===== config.mk =====
export PLATFORM = sky130hd
export DESIGN_NAME = cache_miss_ctrl
export DESIGN_NICKNAME = d
export VERILOG_FILES = /design/src/rtl/cache_miss_ctrl_pkg.sv /design/src/rtl/cache_miss_ctrl_plru_victim.sv /design/src/rtl/cache_miss_ctrl.sv
export SDC_FILE = /design/constraint.sdc
export NUM_CORES = 1
export LEC_CHECK = 0
export ABC_AREA = 1
export CAP_MARGIN = 20
export CELL_PAD_IN_SITES_DETAIL_PLACEMENT = 0
export CELL_PAD_IN_SITES_GLOBAL_PLACEMENT = 1
export CORE_AREA = 2 2 476 478
export CTS_CLUSTER_DIAMETER = 50
export DETAILED_ROUTE_END_ITERATION = 7
export DIE_AREA = 0 0 478 480
export PLACE_DENSITY_LB_ADDON = 0.12
export SLEW_MARGIN = 15
export SYNTH_ARGS = -nofsm -noshare
export SYNTH_HDL_FRONTEND = slang
export SYNTH_SLANG_ARGS = --single-unit
export TNS_END_PERCENT = 100

===== constraint.sdc =====
create_clock -name clk -period 1.4 [get_ports clk]
set_input_delay 0.21 -clock clk [delete_from_list [all_inputs] [get_ports clk]]
set_output_delay 0.21 -clock clk [all_outputs]
set_load 0.01 [all_outputs]

===== src/rtl/cache_miss_ctrl_pkg.sv =====
// rtl/cache_miss_ctrl_pkg.sv - shared state encoding, address split and PLRU bit roles
package cache_miss_ctrl_pkg;

  localparam int ADDR_BITS = 32;
  localparam int OFF_BITS  = 5;

  // Tree PLRU: bit 0 chooses the pair, bits 1/2 choose within pair {0,1}/{2,3}
  localparam int PLRU_PAIR = 0;
  localparam int PLRU_LO   = 1;
  localparam int PLRU_HI   = 2;

  typedef enum logic [2:0] {
    ST_IDLE,
    ST_WB_REQ,
    ST_FILL_REQ,
    ST_FILL_WAIT,
    ST_UPDATE,
    ST_REPLAY
  } state_t;

endpackage


===== src/rtl/cache_miss_ctrl_plru_victim.sv =====
// rtl/cache_miss_ctrl_plru_victim.sv - 4-way victim pick and PLRU update, combinational
module cache_miss_ctrl_plru_victim
  import cache_miss_ctrl_pkg::*;
(
  input  logic [3:0] val,
  input  logic [2:0] lru,
  output logic [3:0] victim,
  input  logic [3:0] upd_way,
  input  logic [2:0] upd_lru_in,
  output logic [2:0] upd_lru
);

  always_comb begin
    victim = 4'b0000;
    if (!val[0])             victim = 4'b0001;
    else if (!val[1])        victim = 4'b0010;
    else if (!val[2])        victim = 4'b0100;
    else if (!val[3])        victim = 4'b1000;
    else if (!lru[PLRU_PAIR]) victim = lru[PLRU_LO] ? 4'b0010 : 4'b0001;
    else                     victim = lru[PLRU_HI] ? 4'b1000 : 4'b0100;
  end

  // Point the tree away from the way just filled; the other subtree bit is kept
  always_comb begin
    upd_lru = upd_lru_in;
    if (upd_way[0]) begin
      upd_lru[PLRU_PAIR] = 1'b1;
      upd_lru[PLRU_LO]   = 1'b1;
    end else if (upd_way[1]) begin
      upd_lru[PLRU_PAIR] = 1'b1;
      upd_lru[PLRU_LO]   = 1'b0;
    end else if (upd_way[2]) begin
      upd_lru[PLRU_PAIR] = 1'b0;
      upd_lru[PLRU_HI]   = 1'b1;
    end else if (upd_way[3]) begin
      upd_lru[PLRU_PAIR] = 1'b0;
      upd_lru[PLRU_HI]   = 1'b0;
    end
  end

endmodule


===== src/rtl/cache_miss_ctrl.sv =====
// rtl/cache_miss_ctrl.sv - L1 line-miss sequencer: victim pick, writeback, fill, array update, replay
module cache_miss_ctrl
  import cache_miss_ctrl_pkg::*;
#(
  parameter int TAG_BITS  = 14,
  parameter int IDX_BITS  = 13,
  parameter int WAYS      = 4,
  parameter int LINE_BITS = 256,
  parameter int CNT_BITS  = 16
) (
  input  logic                     clk,
  input  logic                     reset_n,
  input  logic                     req_valid,
  input  logic                     req_miss,
  input  logic [ADDR_BITS-1:0]     req_addr,
  input  logic [WAYS-1:0]          val_in,
  input  logic [WAYS-1:0]          mod_in,
  input  logic [2:0]               lru_in,
  input  logic [WAYS*TAG_BITS-1:0] tag_in,
  input  logic [LINE_BITS-1:0]     evict_data,
  input  logic                     mm_waitrequest,
  input  logic [LINE_BITS-1:0]     mm_rd,
  input  logic                     mm_readdata_valid,
  output logic                     stall,
  output logic [ADDR_BITS-1:0]     mm_a,
  output logic                     mm_read,
  output logic                     mm_write,
  output logic [LINE_BITS-1:0]     mm_wd,
  output logic                     fill,
  output logic [WAYS-1:0]          fill_way,
  output logic [LINE_BITS-1:0]     fill_data,
  output logic [WAYS-1:0]          tag_write,
  output logic [TAG_BITS-1:0]      tag_wd,
  output logic                     val_set,
  output logic                     mod_clr,
  output logic                     lru_write,
  output logic [2:0]               lru_wd,
  output logic                     replay,
  output logic [CNT_BITS-1:0]      miss_cnt,
  output logic [CNT_BITS-1:0]      wb_cnt
);

  state_t                state;
  logic [IDX_BITS-1:0]   idx_q;
  logic [TAG_BITS-1:0]   req_tag_q;
  logic [WAYS-1:0]       victim_q;
  logic [2:0]            lru_q;

  logic [IDX_BITS-1:0]   req_idx;
  logic [TAG_BITS-1:0]   req_tag;
  logic [WAYS-1:0]       victim;
  logic [TAG_BITS-1:0]   victim_tag;
  logic                  victim_dirty;
  logic [2:0]            lru_next;
  logic                  data_done;
  logic                  unused_offset;

  assign req_idx       = req_addr[OFF_BITS +: IDX_BITS];
  assign req_tag       = req_addr[OFF_BITS+IDX_BITS +: TAG_BITS];
  assign unused_offset = ^req_addr[OFF_BITS-1:0];

  cache_miss_ctrl_plru_victim u_plru (
    .val        (val_in),
    .lru        (lru_in),
    .victim     (victim),
    .upd_way    (victim_q),
    .upd_lru_in (lru_q),
    .upd_lru    (lru_next)
  );

  always_comb begin
    victim_tag = '0;
    for (int w = 0; w < WAYS; w++)
      if (victim[w]) victim_tag = tag_in[w*TAG_BITS +: TAG_BITS];
  end

  assign victim_dirty = |(victim & val_in & mod_in);

  // Fill data may arrive together with the read accept or later in FILL_WAIT
  assign data_done = mm_readdata_valid &&
                     ((state == ST_FILL_REQ && !mm_waitrequest) || state == ST_FILL_WAIT);

  always_ff @(posedge clk or negedge reset_n) begin
    if (!reset_n) begin
      state     <= ST_IDLE;
      idx_q     <= '0;
      req_tag_q <= '0;
      victim_q  <= '0;
      lru_q     <= '0;
      stall     <= 1'b0;
      mm_a      <= '0;
      mm_read   <= 1'b0;
      mm_write  <= 1'b0;
      mm_wd     <= '0;
      fill      <= 1'b0;
      fill_way  <= '0;
      fill_data <= '0;
      tag_write <= '0;
      tag_wd    <= '0;
      val_set   <= 1'b0;
      mod_clr   <= 1'b0;
      lru_write <= 1'b0;
      lru_wd    <= '0;
      replay    <= 1'b0;
      miss_cnt  <= '0;
      wb_cnt    <= '0;
    end else begin
      fill      <= 1'b0;
      fill_way  <= '0;
      tag_write <= '0;
      val_set   <= 1'b0;
      mod_clr   <= 1'b0;
      lru_write <= 1'b0;
      replay    <= 1'b0;

      case (state)
        ST_IDLE: begin
          if (req_valid && req_miss) begin
            idx_q     <= req_idx;
            req_tag_q <= req_tag;
            victim_q  <= victim;
            lru_q     <= lru_in;
            mm_wd     <= evict_data;
            stall     <= 1'b1;
            miss_cnt  <= (&miss_cnt) ? miss_cnt : miss_cnt + 1'b1;
            if (victim_dirty) begin
              state    <= ST_WB_REQ;
              mm_write <= 1'b1;
              mm_a     <= {victim_tag, req_idx, {OFF_BITS{1'b0}}};
            end else begin
              state    <= ST_FILL_REQ;
              mm_read  <= 1'b1;
              mm_a     <= {req_tag, req_idx, {OFF_BITS{1'b0}}};
            end
          end
        end
        ST_WB_REQ: begin
          if (!mm_waitrequest) begin
            state    <= ST_FILL_REQ;
            mm_write <= 1'b0;
            mm_read  <= 1'b1;
            mm_a     <= {req_tag_q, idx_q, {OFF_BITS{1'b0}}};
            wb_cnt   <= (&wb_cnt) ? wb_cnt : wb_cnt + 1'b1;
          end
        end
        ST_FILL_REQ: begin
          if (!mm_waitrequest) begin
            mm_read <= 1'b0;
            state   <= mm_readdata_valid ? ST_UPDATE : ST_FILL_WAIT;
          end
        end
        ST_FILL_WAIT: begin
          if (mm_readdata_valid) state <= ST_UPDATE;
        end
        ST_UPDATE: begin
          state  <= ST_REPLAY;
          stall  <= 1'b0;
          replay <= 1'b1;
        end
        ST_REPLAY: state <= ST_IDLE;
        default:   state <= ST_IDLE;
      endcase

      if (data_done) begin
        fill_data <= mm_rd;
        fill      <= 1'b1;
        fill_way  <= victim_q;
        tag_write <= victim_q;
        tag_wd    <= req_tag_q;
        val_set   <= 1'b1;
        mod_clr   <= 1'b1;
        lru_write <= 1'b1;
        lru_wd    <= lru_next;
      end
    end
  end

endmodule

==> metrics.csv <==
metric,value,unit
grt_overflow,0,
cts-root-buf,clkbuf_16,
cts.reportedPaths.clkPinSlew,0.05,ns
synth_common_cells,"nand2_1, dfrtp_1, buf_2",
tightest_slew,0.549,ns
vias,28300,
antenna_found_initial,54,
syn_inst,2969,
avgRoutedWirePerCell,21.4,um
max_slew_margin,0.634,
powerDensity,2080,nW/um^2
start_util,0.113,
cts_made_buffers,141,
cts-htree-levels,4,
dieWidth,478,um
rsz0062_at_grt,yes,
synth_edf_count,0,
seq_area_frac_synth,0.625,
drt_first_pass_iters,5,
route.detailed.drc,0,
die_h,480,um
synth.most_common_cell,nand2_1,
syn_avg_cell_area,8.56,um^2
clk_latency,0.78,ns
dieArea,229000,um^2
final_area,56800,um^2
wl_met2,81400,um
arrival,2.47,ns
coreArea,224000,um^2
cts_tree,built,
first_global_vias,30300,
finalCriticalPeriod,1.76,ns
gp_congestion,0.823,
slew_violations,0,
hold_path.class,in2reg,
whs,0.0651,ns
ys_warn_count,0,
wl,178000,um
ys_seq_elements,634,
dp_cells,7303,
worstSetupPathType,reg2reg,
grt_pass1_wl,238000,um
drive_gt1_frac,0.292,
hold_violations,0,
required,2.10,ns
worstPathMaxFanout,8,
dpl_cell_area,43600,um^2
asyncSetResetFlopFracSynth,1.00,
hpwl,133000,um
max_freq,567,MHz
grt_usage,0.145,
layout.nets,5796,
portBuffers,1215,
met3_wirelength,16700,um
r2r_setup_slack,-0.36,ns
yosysTopAreaCell,dfrtp_1,
drt_iter0_drc,1267,
num_io_pins,1226,
synth_flop_cell,dfrtp_1,
synth_area,25400,um^2
synth_area_leaders,"dfrtp_1, nand2_1, buf_2",
yosys.cell_types.count,34,
start_kind,flip-flop,
worst_slack,-0.365,ns
pre_cts_ws,-0.687,ns
synth_top_area_share,0.625,
row_count,174,
setup_viol,1237,
area_delta_synth_final,124,%
grt_max_degree,76,
final_core_util,0.254,
status,finished with violations,
ir_drop,0.00118,V
drv_cap,0,
total_power,118,mW
finalNonFillerCells,8296,
final.period_utilization,1.26,
vias_per_cell,3.41,
clk_path_buf_depth,3,
tns,-228.76,ns
violations,negative setup slack,
ant_nets,0,
met1Wirelength,76100,um
skew,0.0305,ns
route.top_layer_used,met5,
cp-end-kind,flip-flop,
clock_sinks,634,
leakagePower,27.4,nW
worst max-delay path, cell delays in order, from the launching register on:
cell	delay, ns
dfrtp_1	0.37
buf_4	0.16
nor2_4	0.12
inv_2	0.06
nor2_4	0.14
buf_12	0.13
buf_16	0.17
clkbuf_16	0.22
buf_4	0.14
nand2_1	0.06
nand2_1	0.06
sequential cells by signal, indices dropped and copies added (netlist names), 13 cells and up:
name / count
req_tag_q: 14
mm_a: 27
fill_data: 256
wb_cnt: 16
tag_wd: 14
miss_cnt: 16
mm_wd: 256
idx_q: 13
cells in the final DEF, fill, tap and decap left out, drive strengths merged, types with 2 or more instances in the layout:
cell type	netlist	final
nand4	19	19
xnor2	10	10
clkinvlp	0	4
conb	1	5
clkbuf	26	223
nand2	1806	1806
nor3	7	7
dfrtp	634	634
inv	71	76
nor2	41	41
bufinv	0	16
clkdlybuf4s50	0	610
xor2	19	19
diode	0	13
ha	2	2
a21oi	32	32
dlygate4sd3	0	489
clkinv	0	35
o21ai	93	93
a31oi	3	3
buf	134	1096
nand3	66	66
layer usage:
layer,global-route usage,vias to the layer above
met4,0.0344,34
li1,-,13600
met2,0.234,985
met5,0,-
met3,0.0648,225
met1,0.176,13400
power breakdown:
part / switching (mW) / internal [mW] / leakage (nW) / total (mW)
logic: 24.3 / 26.2 / 17.1 / 50.5
registers: 5.97 / 26.7 / 7.91 / 32.7
clock network: 11.8 / 23.2 / 2.41 / 35.0
logic make-up (layout without fill, tap and decap cells):
family | after synthesis | count (layout) | share of synthesized area
XOR/XNOR | 29 | 29 | 0.0100
buffers and inverters | 231 | 2549 | 0.0426
other | 1 | 18 | 0.000148
AND/OR/NAND/NOR | 1942 | 1942 | 0.295
flip-flops | 634 | 634 | 0.625
adder cells (fa/ha/maj) | 2 | 2 | 0.000985
AO/OA/AOI/OAI | 130 | 130 | 0.0270
final timing paths:
check,from,endpoint,cells past startpoint
max reg2reg,state[2],mm_wd[54],10
max in group asynchronous,reset_n,wb_cnt[0],4
min reg2reg,fill_data[137],fill_data[137],2
max,state[2],mm_wd[54],10
min in group asynchronous,reset_n,fill_data[68],3
min,evict_data[236],mm_wd[236],3
area by class of cell:
cell class,count,area [um^2]
sequential,634,15900
multi-input combinational,2108,9120
fill,24400,167000
antenna,13,32.5
clock buffer,199,4080
clock inverter,58,847
tap,2992,3740
timing repair inverter,2,31.3
inverter,71,315
timing repair buffer,2219,22700
timing repair:
| item | CTS | global route |
|---|---|---|
| cloned | 7 | 27 |
| hold buffers | 489 | 0 |
| endpoints found under the setup margin | 1237 | 1237 |
| gates resized for setup | 3310 | 190 |
| pin swaps | 20 | 26 |
| setup buffers | 184 | 24 |
| endpoints found under the hold margin | 1121 | 0 |
Power figures use the tool's default switching activity.
